--- src/rtl/irq_gen_pkg.sv ---
// irq_gen_pkg: shared mode codes and channel state encoding for the interrupt pulse generator
package irq_gen_pkg;

    localparam logic [1:0] MODE_ONESHOT  = 2'b00;
    localparam logic [1:0] MODE_PERIODIC = 2'b01;
    localparam logic [1:0] MODE_LEVEL    = 2'b10;

    typedef enum logic [1:0] {
        ST_IDLE     = 2'b00,
        ST_COUNT    = 2'b01,
        ST_PULSE    = 2'b10,
        ST_WAIT_ACK = 2'b11
    } ch_state_t;

endpackage

--- src/rtl/irq_gen_channel.sv ---
// irq_gen_channel: one programmable interrupt source with delay, width and mode
module irq_gen_channel
    import irq_gen_pkg::*;
#(
    parameter int CNT_W = 16
) (
    input  logic             clk,
    input  logic             rst_n,
    input  logic             we,
    input  logic             en,
    input  logic [1:0]       mode,
    input  logic [CNT_W-1:0] delay,
    input  logic [CNT_W-1:0] width,
    input  logic             ack,
    output logic             irq
);

    ch_state_t        r_state;
    logic [CNT_W-1:0] r_cnt;
    logic [1:0]       r_mode;
    logic [CNT_W-1:0] r_delay;
    logic [CNT_W-1:0] r_width;
    logic             r_irq;

    logic [CNT_W-1:0] w_arm_cnt;
    logic [CNT_W-1:0] w_reload_cnt;
    logic [CNT_W-1:0] w_pulse_cnt;

    // A programmed value of 0 behaves as 1, so the terminal count is max(x,1)-1
    assign w_arm_cnt    = (delay == '0) ? '0 : delay - CNT_W'(1);
    assign w_reload_cnt = (r_delay == '0) ? '0 : r_delay - CNT_W'(1);
    assign w_pulse_cnt  = (r_width == '0) ? '0 : r_width - CNT_W'(1);
    assign irq          = r_irq;

    // Channel FSM: a config write always overrides the internal transition
    always_ff @(posedge clk or negedge rst_n) begin
        if (!rst_n) begin
            r_state <= ST_IDLE;
            r_cnt   <= '0;
            r_mode  <= MODE_ONESHOT;
            r_delay <= '0;
            r_width <= '0;
            r_irq   <= 1'b0;
        end else if (we) begin
            r_irq <= 1'b0;
            if (en) begin
                r_state <= ST_COUNT;
                r_cnt   <= w_arm_cnt;
                r_mode  <= (mode == 2'b11) ? MODE_ONESHOT : mode;
                r_delay <= delay;
                r_width <= width;
            end else begin
                r_state <= ST_IDLE;
                r_cnt   <= '0;
            end
        end else begin
            case (r_state)
                ST_COUNT: begin
                    if (r_cnt == '0) begin
                        r_state <= (r_mode == MODE_LEVEL) ? ST_WAIT_ACK : ST_PULSE;
                        r_cnt   <= (r_mode == MODE_LEVEL) ? '0 : w_pulse_cnt;
                        r_irq   <= 1'b1;
                    end else begin
                        r_cnt <= r_cnt - CNT_W'(1);
                    end
                end
                ST_PULSE: begin
                    if (r_cnt == '0) begin
                        r_state <= (r_mode == MODE_PERIODIC) ? ST_COUNT : ST_IDLE;
                        r_cnt   <= (r_mode == MODE_PERIODIC) ? w_reload_cnt : '0;
                        r_irq   <= 1'b0;
                    end else begin
                        r_cnt <= r_cnt - CNT_W'(1);
                    end
                end
                ST_WAIT_ACK: begin
                    if (ack) begin
                        r_state <= ST_IDLE;
                        r_irq   <= 1'b0;
                    end
                end
                default: ;
            endcase
        end
    end

endmodule

--- src/rtl/irq_pulse_gen.sv ---
// irq_pulse_gen: bank of programmable interrupt channels feeding the core interrupter input
module irq_pulse_gen
    import irq_gen_pkg::*;
#(
    parameter int CHANNELS = 4,
    parameter int CNT_W    = 16,
    parameter int ID_W     = 4
) (
    input  logic                clk,
    input  logic                rst_n,
    input  logic                cfg_we,
    input  logic [ID_W-1:0]     cfg_ch,
    input  logic                cfg_en,
    input  logic [1:0]          cfg_mode,
    input  logic [CNT_W-1:0]    cfg_delay,
    input  logic [CNT_W-1:0]    cfg_width,
    input  logic [CHANNELS-1:0] ack,
    output logic [CHANNELS-1:0] irq,
    output logic                interrupter,
    output logic                irq_valid,
    output logic [ID_W-1:0]     irq_id
);

    logic [CHANNELS-1:0] w_we;
    logic [ID_W-1:0]     w_id;

    // Out-of-range channel indices match no instance, so those writes are dropped
    for (genvar c = 0; c < CHANNELS; c++) begin : g_ch
        assign w_we[c] = cfg_we && (cfg_ch == ID_W'(c));
        irq_gen_channel #(.CNT_W(CNT_W)) u_ch (
            .clk   (clk),
            .rst_n (rst_n),
            .we    (w_we[c]),
            .en    (cfg_en),
            .mode  (cfg_mode),
            .delay (cfg_delay),
            .width (cfg_width),
            .ack   (ack[c]),
            .irq   (irq[c])
        );
    end

    // Priority encoder: scanning downward leaves the lowest active index
    always_comb begin
        w_id = '0;
        for (int i = CHANNELS - 1; i >= 0; i--) begin
            if (irq[i]) w_id = ID_W'(i);
        end
    end

    assign interrupter = |irq;
    assign irq_valid   = |irq;
    assign irq_id      = w_id;

endmodule

--- config.mk ---
export PLATFORM = sky130hd
export DESIGN_NAME = irq_pulse_gen
export DESIGN_NICKNAME = d
export VERILOG_FILES = /design/src/rtl/irq_gen_pkg.sv /design/src/rtl/irq_gen_channel.sv /design/src/rtl/irq_pulse_gen.sv
export SDC_FILE = /design/constraint.sdc
export NUM_CORES = 1
export LEC_CHECK = 0
export BUFFER_PORTS_ARGS = -buffer_cell sky130_fd_sc_hd__buf_4
export CAP_MARGIN = 15
export CORE_MARGIN = 2
export CORE_UTILIZATION = 35
export DETAILED_ROUTE_END_ITERATION = 16
export GPL_TIMING_DRIVEN = 0
export HOLD_SLACK_MARGIN = 0.1
export PLACE_DENSITY_LB_ADDON = 0.1
export RECOVER_POWER = 25
export SKIP_LAST_GASP = 1
export SLEW_MARGIN = 15
export SYNTH_ARGS = -nofsm -noshare
export SYNTH_HDL_FRONTEND = slang
export SYNTH_SLANG_ARGS = --single-unit
--- constraint.sdc ---
create_clock -name clk -period 5.1 [get_ports clk]
set_input_delay 1.53 -clock clk [delete_from_list [all_inputs] [get_ports clk]]
set_output_delay 1.53 -clock clk [all_outputs]
set_load 0.1 [all_outputs]
==> results.yml, run 1 <==
hold_path:
  min_delay_path_depth: 2
  hold_path.class: "flop to flop"
clock_tree:
  cts_max_level: 1
  ctsResizeCount: 0
  cts_sinks: 208
  numCtsBuffers: 26
  cts_tree: "yes"
  ctsLongestPathBuffers: 3
  clk_latency_ns: 0.56
  post_cts_buffers: 0
  cts-root-buf: "clkbuf_16"
  hold_buffers: 0
  clk_pin_slew_ns: 0.06
cells_and_area:
  fin_util: 0.402
  final_cell_mix: "208 x dfrtp_1, 191 x nand2_1, 123 x nor2_1, 82 x a21oi_1, 81 x mux2_2"
  num-nets-final: 1739
  syn_to_final_growth_pct: 14.0
  layout_commonest_cell: "dfrtp_1"
  seqCellArea_um2: 5200
  antenna_cells: 0
  multi_input_area_um2: 8170
  drive_gt1_frac: 0.132
  fillerInstances: 4067
timing:
  period_needed_ns: 4.13
  fin_setup_tns_ns: 0
  rsz0062_at_grt: "false"
  max_freq_mhz: 242
  max_slew_margin: 0.0755
  fin_crit_sh: 0.810
  hold_violations: 0
  setup_viol: 0
  worst_pin_slew_ns: 1.39
  fin_skew_ns: 0.0185
  slew_viol_final: 0
detailed_routing:
  drtPass1Iterations: 7
  dr_total_vias: 12800
  detail-route-antenna-nets: 0
  viasPerCell: 5.82
  wl_mm: 51.8
  drt_iter0_drc: 1346
  detail_route.wl_per_cell_um: 23.5
  drc_errors: 0
die:
  die_height_um: 203
  dieArea_um2: 41300
  io_pins: 56
  start_util: 0.352
  core_um2: 39500
  die_width_um: 203
  rows: 73
synth:
  syn_area_per_cell_um2: 8.76
  synthCells: 1588
  synthFlopType: "dfrtp_1"
  yosys.cell_types.count: 84
  synth-seq-area-share: 0.374
  syn-cell-area_um2: 13900
  ys_ff_latch: 208
  async_reset_ff_frac: 1.00
  synth_edf_count: 0
  synth_warnings: 0
setup_path:
  cp-start-kind: "primary input"
  worst_r2r_path_depth: 7
  crit_fanout: 10
  cp.required_ns: 5.56
  cpPeakStageDelay_ns: 1.05
  cp_slowest_cell: "nor2_1"
  critPathKind: "primary input to flop"
  end_kind: "flop"
  crit_chain: "buf_2 > inv_1 > ha_1 > nor4b_1 > nand4_1 > nand2_1 > nor2_1 > nor2_1 > nor3_1"
  path_common_cell: "nor2_1"
  worstSetupPathDepth: 9
  cp_top_family: "simple AND/OR/NAND/NOR gates"
  crit_arrival_ns: 4.59
  path_buf_inv: 2
global_routing:
  grt_use_total: 0.252
  grt-ovfl-total: 0
  grt_pass1_vias: 12300
  grt_start_max_net_pins: 99
  grt_pass1_wl_mm: 78.6
  antenna_found_initial: 2
outcome:
  status: "complete, no violations"
pwr:
  vdd.ir_drop.worst_uv: 275
  power_leakage_uw: 0.00638
  powerDensity_nw_per_um2: 520
placed_design:
  place_hpwl_mm: 37.6
  place.gp.congestion: 0.912
  io_buffers: 42
run:
  drv_cap: 0
## sequential cells by signal, indices dropped and copies added, names as in the netlist
| signal | cells |
|---|---|
| g_ch.u_ch.irq | 3 |
| g_ch.u_ch.r_cnt | 64 |
| g_ch.u_ch.r_delay | 64 |
| g_ch.u_ch.r_mode | 8 |
| g_ch.u_ch.r_state | 5 |
| g_ch.u_ch.r_width | 64 |
## metal layers
layer	part of all wire	up-vias	GRT usage
met5	0	-	0
met4	0.032	0	0.0727
met2	0.44	419	0.386
met1	0.47	6363	0.370
met3	0.062	74	0.0320
li1	-	5990	-
## worst reg2reg max path: stages (launching register included)
cell	delay, ns
dfrtp_1	0.46
inv_1	0.12
ha_1	0.14
nor4b_1	0.60
nand4_1	0.49
nor3_1	0.64
o221ai_1	0.35
o2111a_1	0.22
## area by class of cell
class                   instances  share of cell area
multi-input cells            1252               0.516
flip-flops and latches        208               0.328
clock buffers                  37              0.0494
well taps                     525              0.0415
repair buffers                 46              0.0246
plain buffers                  80              0.0220
inverters                      49              0.0116
clock inverters                10             0.00695
## synthesized netlist by cell type (9+ instances only)
cell | number | area share
dfrtp_1 | 208 | 0.37
or2_2 | 9 | 0.0040
o31a_1 | 9 | 0.0057
o221ai_1 | 25 | 0.016
o21ai_1 | 9 | 0.0032
a31oi_1 | 13 | 0.0058
inv_1 | 49 | 0.013
xnor2_1 | 61 | 0.038
or3_1 | 33 | 0.015
o22ai_1 | 25 | 0.011
nand2_1 | 191 | 0.052
nor2_1 | 123 | 0.033
nor4_1 | 38 | 0.017
o21ai_0 | 76 | 0.027
a21oi_1 | 82 | 0.030
nor3_1 | 62 | 0.022
or4_1 | 22 | 0.012
nand3b_1 | 11 | 0.0059
o211ai_1 | 24 | 0.013
ha_1 | 30 | 0.027
nand3_1 | 62 | 0.022
nand2b_1 | 11 | 0.0049
mux2_2 | 81 | 0.066
mux2_1 | 11 | 0.0089
nand4_1 | 23 | 0.010
nor3b_1 | 14 | 0.0076
o41ai_1 | 10 | 0.0063
xor2_1 | 56 | 0.035
clkbuf_1 | 59 | 0.016
o31ai_1 | 16 | 0.0086
## power breakdown
group          internal, uW  switching (uW)
logic                  1360            2220
registers              2110             620
clock network          1160             778
## worst paths after layout
check / startpoint / end / slack [ns]
setup / recovery: cfg_delay[0] / g_ch[1].u_ch.r_cnt[1] / 0.97
hold / removal: g_ch[0].u_ch.r_mode[0] / g_ch[0].u_ch.r_mode[0] / 0.50
setup reg to reg: g_ch[1].u_ch.r_cnt[0] / g_ch[1].u_ch.r_cnt[11] / 1.98
hold reg to reg: g_ch[0].u_ch.r_mode[0] / g_ch[0].u_ch.r_mode[0] / 0.50
max in group asynchronous: rst_n / g_ch[1].u_ch.r_cnt[3] / 2.65
min in group asynchronous: rst_n / g_ch[0].u_ch.r_cnt[8] / 1.27
## stage by stage
stage          area (um2)  worst slack (ns)  total power (uW)  cells  hold WS (ns)
2_1_floorplan       13900             0.820              5210   1589         0.460
3_3_place_gp        14900             0.448              6240   2156         0.481
3_5_place_dp        15000             0.563              6270   2160         0.496
4_1_cts             15900              1.14              8250   2207         0.510
5_1_grt             15800             0.985              8810   2207         0.549
6_report            15800             0.969              8240   2207         0.501
## logic make-up (layout without fill, tap and decap cells)
| family | count (synthesis) | after routing | synth area share |
|---|---|---|---|
| muxes | 100 | 100 | 0.0803 |
| adders and majority gates | 30 | 30 | 0.0270 |
| and+or+nand+nor | 653 | 653 | 0.239 |
| DFF | 208 | 208 | 0.374 |
| AOI/OAI and AO/OA | 350 | 350 | 0.167 |
| xor gates and xnor gates | 117 | 117 | 0.0737 |
| other | 1 | 2 | 0.000270 |
| buffers and inverters | 129 | 222 | 0.0382 |
(Power assumes the default switching activity.)
==> inputs of run 2 (changes only) <==
==> constraint.sdc (replaced) <==
create_clock -name clk -period 3.3 [get_ports clk]
set_input_delay 0.99 -clock clk [delete_from_list [all_inputs] [get_ports clk]]
set_output_delay 0.99 -clock clk [all_outputs]
set_load 0.1 [all_outputs]
==> run 2 against run 1 <==
  * The flow now finishes with violations (negative setup slack)
  * Clock power is 48% higher
  * Flip-flop and latch count is the same
  * Worst hold slack worse by 0.0059 ns
  * Register-to-register slack got worse by 1.7 ns
  * Final cell count is 0.18% lower
==> results.yml, run 2 (synthesized netlist as in run 1, its figures left out) <==
setup_path:
  crit_fanout: 8
  cp-start-kind: "primary input"
  end_kind: "flop"
  critPathKind: "primary input to flop"
  crit_arrival_ns: 3.79
  cp.required_ns: 3.78
placed_design:
  post_dp_cell_area_um2: 15000
  place_ws_ns: -0.914
  place.gp.congestion: 0.884
  io_buffers: 42
  place_hpwl_mm: 37.9
  place_inst: 2159
cells_and_area:
  fin_cells: 2203
  fin_util: 0.400
  final_cell_mix: "208 x dfrtp_1, 188 x nand2_1, 120 x nor2_1, 81 x a21oi_1, 81 x mux2_2"
  design_area_um2: 15800
  layout_commonest_cell: "dfrtp_1"
  num-nets-final: 1737
  antenna_cells: 0
  drive_gt1_frac: 0.136
  syn_to_final_growth_pct: 13.5
  reg.largest.list: "g_ch.u_ch.r_cnt: 64 flops, g_ch.u_ch.r_delay: 64 flops, g_ch.u_ch.r_width: 64 flops"
  fillerInstances: 4077
global_routing:
  grt_use_total: 0.249
  grt_start_max_net_pins: 101
  grt_pass1_wl_mm: 77.4
  grt-ovfl-total: 0
  antenna_found_initial: 2
  grt_pass1_vias: 12200
clock_tree:
  cts_sinks: 208
  ctsLongestPathBuffers: 3
  clk_latency_ns: 0.55
  cts_tree: "yes"
  cts_max_level: 1
  clk_pin_slew_ns: 0.06
  cts-root-buf: "clkbuf_16"
  hold_buffers: 0
  numCtsBuffers: 25
die:
  rows: 73
  start_util: 0.352
  die_width_um: 203
  core_um2: 39500
  dieArea_um2: 41300
  die_height_um: 203
  io_pins: 56
timing:
  max_freq_mhz: 302
  worst_slack_ns: -0.0141
  max_slew_margin: 0.0468
  slew_viol_final: 0
  rsz0062_at_grt: "true"
  hold_violations: 0
  setup_viol: 3
  worst_pin_slew_ns: 1.43
  fin_skew_ns: 0.0104
  period_needed_ns: 3.31
  fin_crit_sh: 1.00
pwr:
  pwr-share-seq: 0.333
  p_switching_uw: 5540
  combPwrFrac: 0.438
  clockPowerShare: 0.228
  vdd.ir_drop.worst_uv: 436
  switching_share: 0.439
  power_leakage_uw: 0.00636
  internal_power_uw: 7080
  powerDensity_nw_per_um2: 799
  power_uw: 12600
detailed_routing:
  detail-route-antenna-nets: 0
  drc_errors: 0
  drt_iter0_drc: 1057
  dr_total_vias: 12700
  drtPass1Iterations: 6
  detail_route.wl_per_cell_um: 23.3
  wl_mm: 51.3
  viasPerCell: 5.78
hold_path:
  hold_path.class: "flop to flop"
outcome:
  violations: "negative setup slack"
  status: "finished, violations left"
run:
  drv_cap: 0
run 2: metrics by stage:
step	setup TNS, ns	hold WS (ns)
floorplan	0	0.460
global placement	-134.47	0.480
detailed placement	-36.98	0.487
CTS	-0.961	0.252
global route	-0.0537	0.540
finish	-0.0344	0.495
run 2: final timing paths:
path | start | endpoint | slack, ns | cells past startpoint
setup / recovery | cfg_delay[0] | g_ch[3].u_ch.r_cnt[8] | -0.01 | 10
hold / removal | g_ch[0].u_ch.r_mode[1] | g_ch[0].u_ch.r_mode[1] | 0.49 | 2
setup reg to reg | g_ch[1].u_ch.r_cnt[0] | g_ch[1].u_ch.r_cnt[3] | 0.25 | 9
hold reg to reg | g_ch[0].u_ch.r_mode[1] | g_ch[0].u_ch.r_mode[1] | 0.49 | 2
max in group asynchronous | rst_n | g_ch[1].u_ch.r_delay[0] | 0.68 | 2
min in group asynchronous | rst_n | g_ch[0].u_ch.r_cnt[13] | 0.56 | 1
run 2: repair_timing:
action / in CTS / in global routing
gates resized for setup: 1 / 8
setup buffers: 0 / 0
setup endpoints to repair: 14 / 24
run 2: power by group through the flow:
| stage | Clock [uW] | Combinational (uW) | Sequential [uW] |
|---|---|---|---|
| floorplan | 0 | 4110 | 3950 |
| global placement | 0 | 5430 | 4210 |
| detailed placement | 0 | 5480 | 4220 |
| CTS | 2920 | 5500 | 4180 |
| global route | 3040 | 6120 | 4330 |
| finish | 2880 | 5530 | 4210 |
run 2: layer usage:
layer	vias to the layer above	GRT usage	routed length (um)
li1	5960	-	-
met1	6306	0.355	23400
met2	396	0.396	23200
met3	67	0.0355	3360
met4	0	0.0628	1360
met5	-	0	0
run 2: critical path: stages:
cell      delay [ns]
buf_2           0.25
inv_1           0.33
ha_1            0.33
nor4b_1         0.14
nand4_1         0.23
and2_1          0.15
clkbuf_1        0.37
nand2_1         0.48
o21ai_0         0.31
and3_1          0.19
run 2: cell type report:
cell class / instances / area [um2] / area share
Buffer: 80 / 348 / 0.0220
Clock inverter: 12 / 141 / 0.00896
Clock buffer: 32 / 702 / 0.0445
Timing Repair Buffer: 45 / 338 / 0.0214
Inverter: 49 / 184 / 0.0117
Multi-Input combinational cell: 1252 / 8210 / 0.520
Tap cell: 525 / 657 / 0.0416
Sequential cell: 208 / 5200 / 0.330
==> inputs of run 3 (changes only) <==
--- a/config.mk
+++ b/config.mk
@@ -5,11 +5,11 @@
 export SDC_FILE = /design/constraint.sdc
 export NUM_CORES = 1
 export LEC_CHECK = 0
-export BUFFER_PORTS_ARGS = -buffer_cell sky130_fd_sc_hd__buf_4
 export CAP_MARGIN = 15
 export CORE_MARGIN = 2
 export CORE_UTILIZATION = 35
 export DETAILED_ROUTE_END_ITERATION = 16
+export DONT_BUFFER_PORTS = 1
 export GPL_TIMING_DRIVEN = 0
 export HOLD_SLACK_MARGIN = 0.1
 export PLACE_DENSITY_LB_ADDON = 0.1
==> run 3 against run 2 <==
  * The run now ends clean
  * Sequential share of layout area is 0.54 points higher
  * Final cell count is 1.6% lower
  * Cell area is 1.5% lower
  * Routed wire length is 0.76% higher
  * Global-route usage is 0.12 points higher
  * Worst hold slack worse by 0.36 ns
  * Clock power is 2% lower
  * Critical endpoint is now g_ch[3].u_ch.r_cnt[7]
==> results.yml, run 3 (synthesized netlist as in run 1, its figures left out) <==
setup_path:
  crit_arrival_ns: 3.70
  cpPeakStageDelay_ns: 0.53
  crit_chain: "buf_2 > inv_1 > ha_1 > nor4b_1 > nand4_1 > nand2_1 > a21o_1 > o22ai_1 > o31a_1"
  critPathKind: "primary input to flop"
  cp-start-kind: "primary input"
  cp_slowest_cell: "nand2_1"
  end_kind: "flop"
  cp.required_ns: 3.72
  path_buf_inv: 2
  crit_fanout: 10
  cp_top_family: "simple AND/OR/NAND/NOR gates"
cells_and_area:
  reg.largest.list: "g_ch.u_ch.r_cnt: 64 flops, g_ch.u_ch.r_delay: 64 flops, g_ch.u_ch.r_width: 64 flops"
  multi_input_area_um2: 8220
  fillerInstances: 4074
  layout_commonest_cell: "dfrtp_1"
  num-nets-final: 1700
  design_area_um2: 15500
  drive_gt1_frac: 0.119
  final_cell_mix: "205 x dfrtp_1, 187 x nand2_1, 119 x nor2_1, 81 x a21oi_1, 81 x mux2_2"
  seqCellArea_um2: 5210
  syn_to_final_growth_pct: 11.8
detailed_routing:
  detail-route-antenna-nets: 0
  wl_mm: 51.7
  drt_iter0_drc: 1038
  viasPerCell: 5.81
  detail_route.wl_per_cell_um: 23.8
  dr_total_vias: 12600
  drtPass1Iterations: 7
  drc_errors: 0
timing:
  worst_slack_ns: 0.0136
  slew_viol_final: 0
  hold_slack_ns: 0.137
  max_freq_mhz: 304
  max_slew_margin: 0.280
  rsz0062_at_grt: "true"
  hold_violations: 0
  fin_crit_sh: 0.996
  setup_viol: 0
  period_needed_ns: 3.29
  fin_setup_tns_ns: 0
  worst_pin_slew_ns: 1.08
  fin_skew_ns: 0.0237
die:
  rows: 73
  start_util: 0.352
  die_height_um: 203
  dieArea_um2: 41300
  die_width_um: 203
  core_um2: 39500
  io_pins: 56
placed_design:
  post_dp_cell_area_um2: 14600
  place_ws_ns: -0.794
  io_buffers: 0
  place.gp.congestion: 0.869
  place_hpwl_mm: 37.4
clock_tree:
  numCtsBuffers: 27
  hold_buffers: 0
  cts_tree: "yes"
  clk_latency_ns: 0.56
  ctsLongestPathBuffers: 3
  clk_pin_slew_ns: 0.06
  cts_max_level: 1
  cts-root-buf: "clkbuf_16"
  cts_sinks: 208
global_routing:
  grt_start_max_net_pins: 209
  grt_pass1_vias: 12100
  grt_pass1_wl_mm: 77.9
  grt-ovfl-total: 0
  grt_use_total: 0.250
  antenna_found_initial: 4
run:
  drv_cap: 0
pwr:
  vdd.ir_drop.worst_uv: 478
  power_leakage_uw: 0.00617
  powerDensity_nw_per_um2: 806
outcome:
  status: "complete, no violations"
hold_path:
  hold_path.class: "primary input to asynchronous set/reset pin"
==> run 3: worst paths after layout <==
kind	to	slack, ns	depth (start not counted)	from
max	g_ch[3].u_ch.r_cnt[7]	0.01	9	cfg_delay[0]
min in group clk	g_ch[0].u_ch.r_mode[1]	0.50	2	g_ch[0].u_ch.r_mode[1]
max reg2reg	g_ch[1].u_ch.r_cnt[3]	0.21	9	g_ch[1].u_ch.r_cnt[0]
max in group asynchronous	g_ch[3].u_ch.r_state[1]	2.78	0	rst_n
min	g_ch[0].u_ch.r_cnt[6]	0.14	0	rst_n
min reg2reg	g_ch[0].u_ch.r_mode[1]	0.50	2	g_ch[0].u_ch.r_mode[1]
==> run 3: through the flow <==
step	std cells	utilization	power [uW]
finish	2168	0.394	12500
floorplan	1589	-	8060
detailed placement	2115	0.370	9530
CTS	2165	0.392	12500
global route	2166	0.394	13400
global placement	2114	0.369	9490
==> run 3: area by class of cell <==
cell class / count / share of cell area
clock buffers: 42 / 0.0523
repair buffers: 6 / 0.00443
multi-input cells: 1252 / 0.529
flip-flops and latches: 208 / 0.335
plain buffers: 80 / 0.0229
inverters: 49 / 0.0122
well taps: 525 / 0.0423
diodes: 2 / 0.000322
clock inverters: 4 / 0.00153
==> run 3: what timing repair did <==
| action | 4_1_cts | 5_1_grt |
|---|---|---|
| setup endpoints to repair | 12 | 15 |
| buffers inserted | 4 | 0 |
| pin swaps | 1 | 0 |
| endpoints found under the hold margin | 0 | 0 |
| resized for setup | 10 | 7 |
==> run 3: routing by layer <==
metal  up-vias  routed length, um  track usage  share of wire
met2       355              23300        0.397           0.45
met4         0               1320       0.0628          0.026
li1       5909                  -            -              -
met5         -                  0            0              0
met3        60               2840       0.0387          0.055
met1      6270              24200        0.356           0.47
==> run 3: power by group <==
part / leakage (uW) / internal [uW] / total, uW / switching, uW
Clock: 0.000415 / 1670 / 2830 / 1160
Combinational: 0.00313 / 2080 / 5470 / 3390
Sequential: 0.00263 / 3260 / 4220 / 958
Total: 0.00617 / 7010 / 12500 / 5510
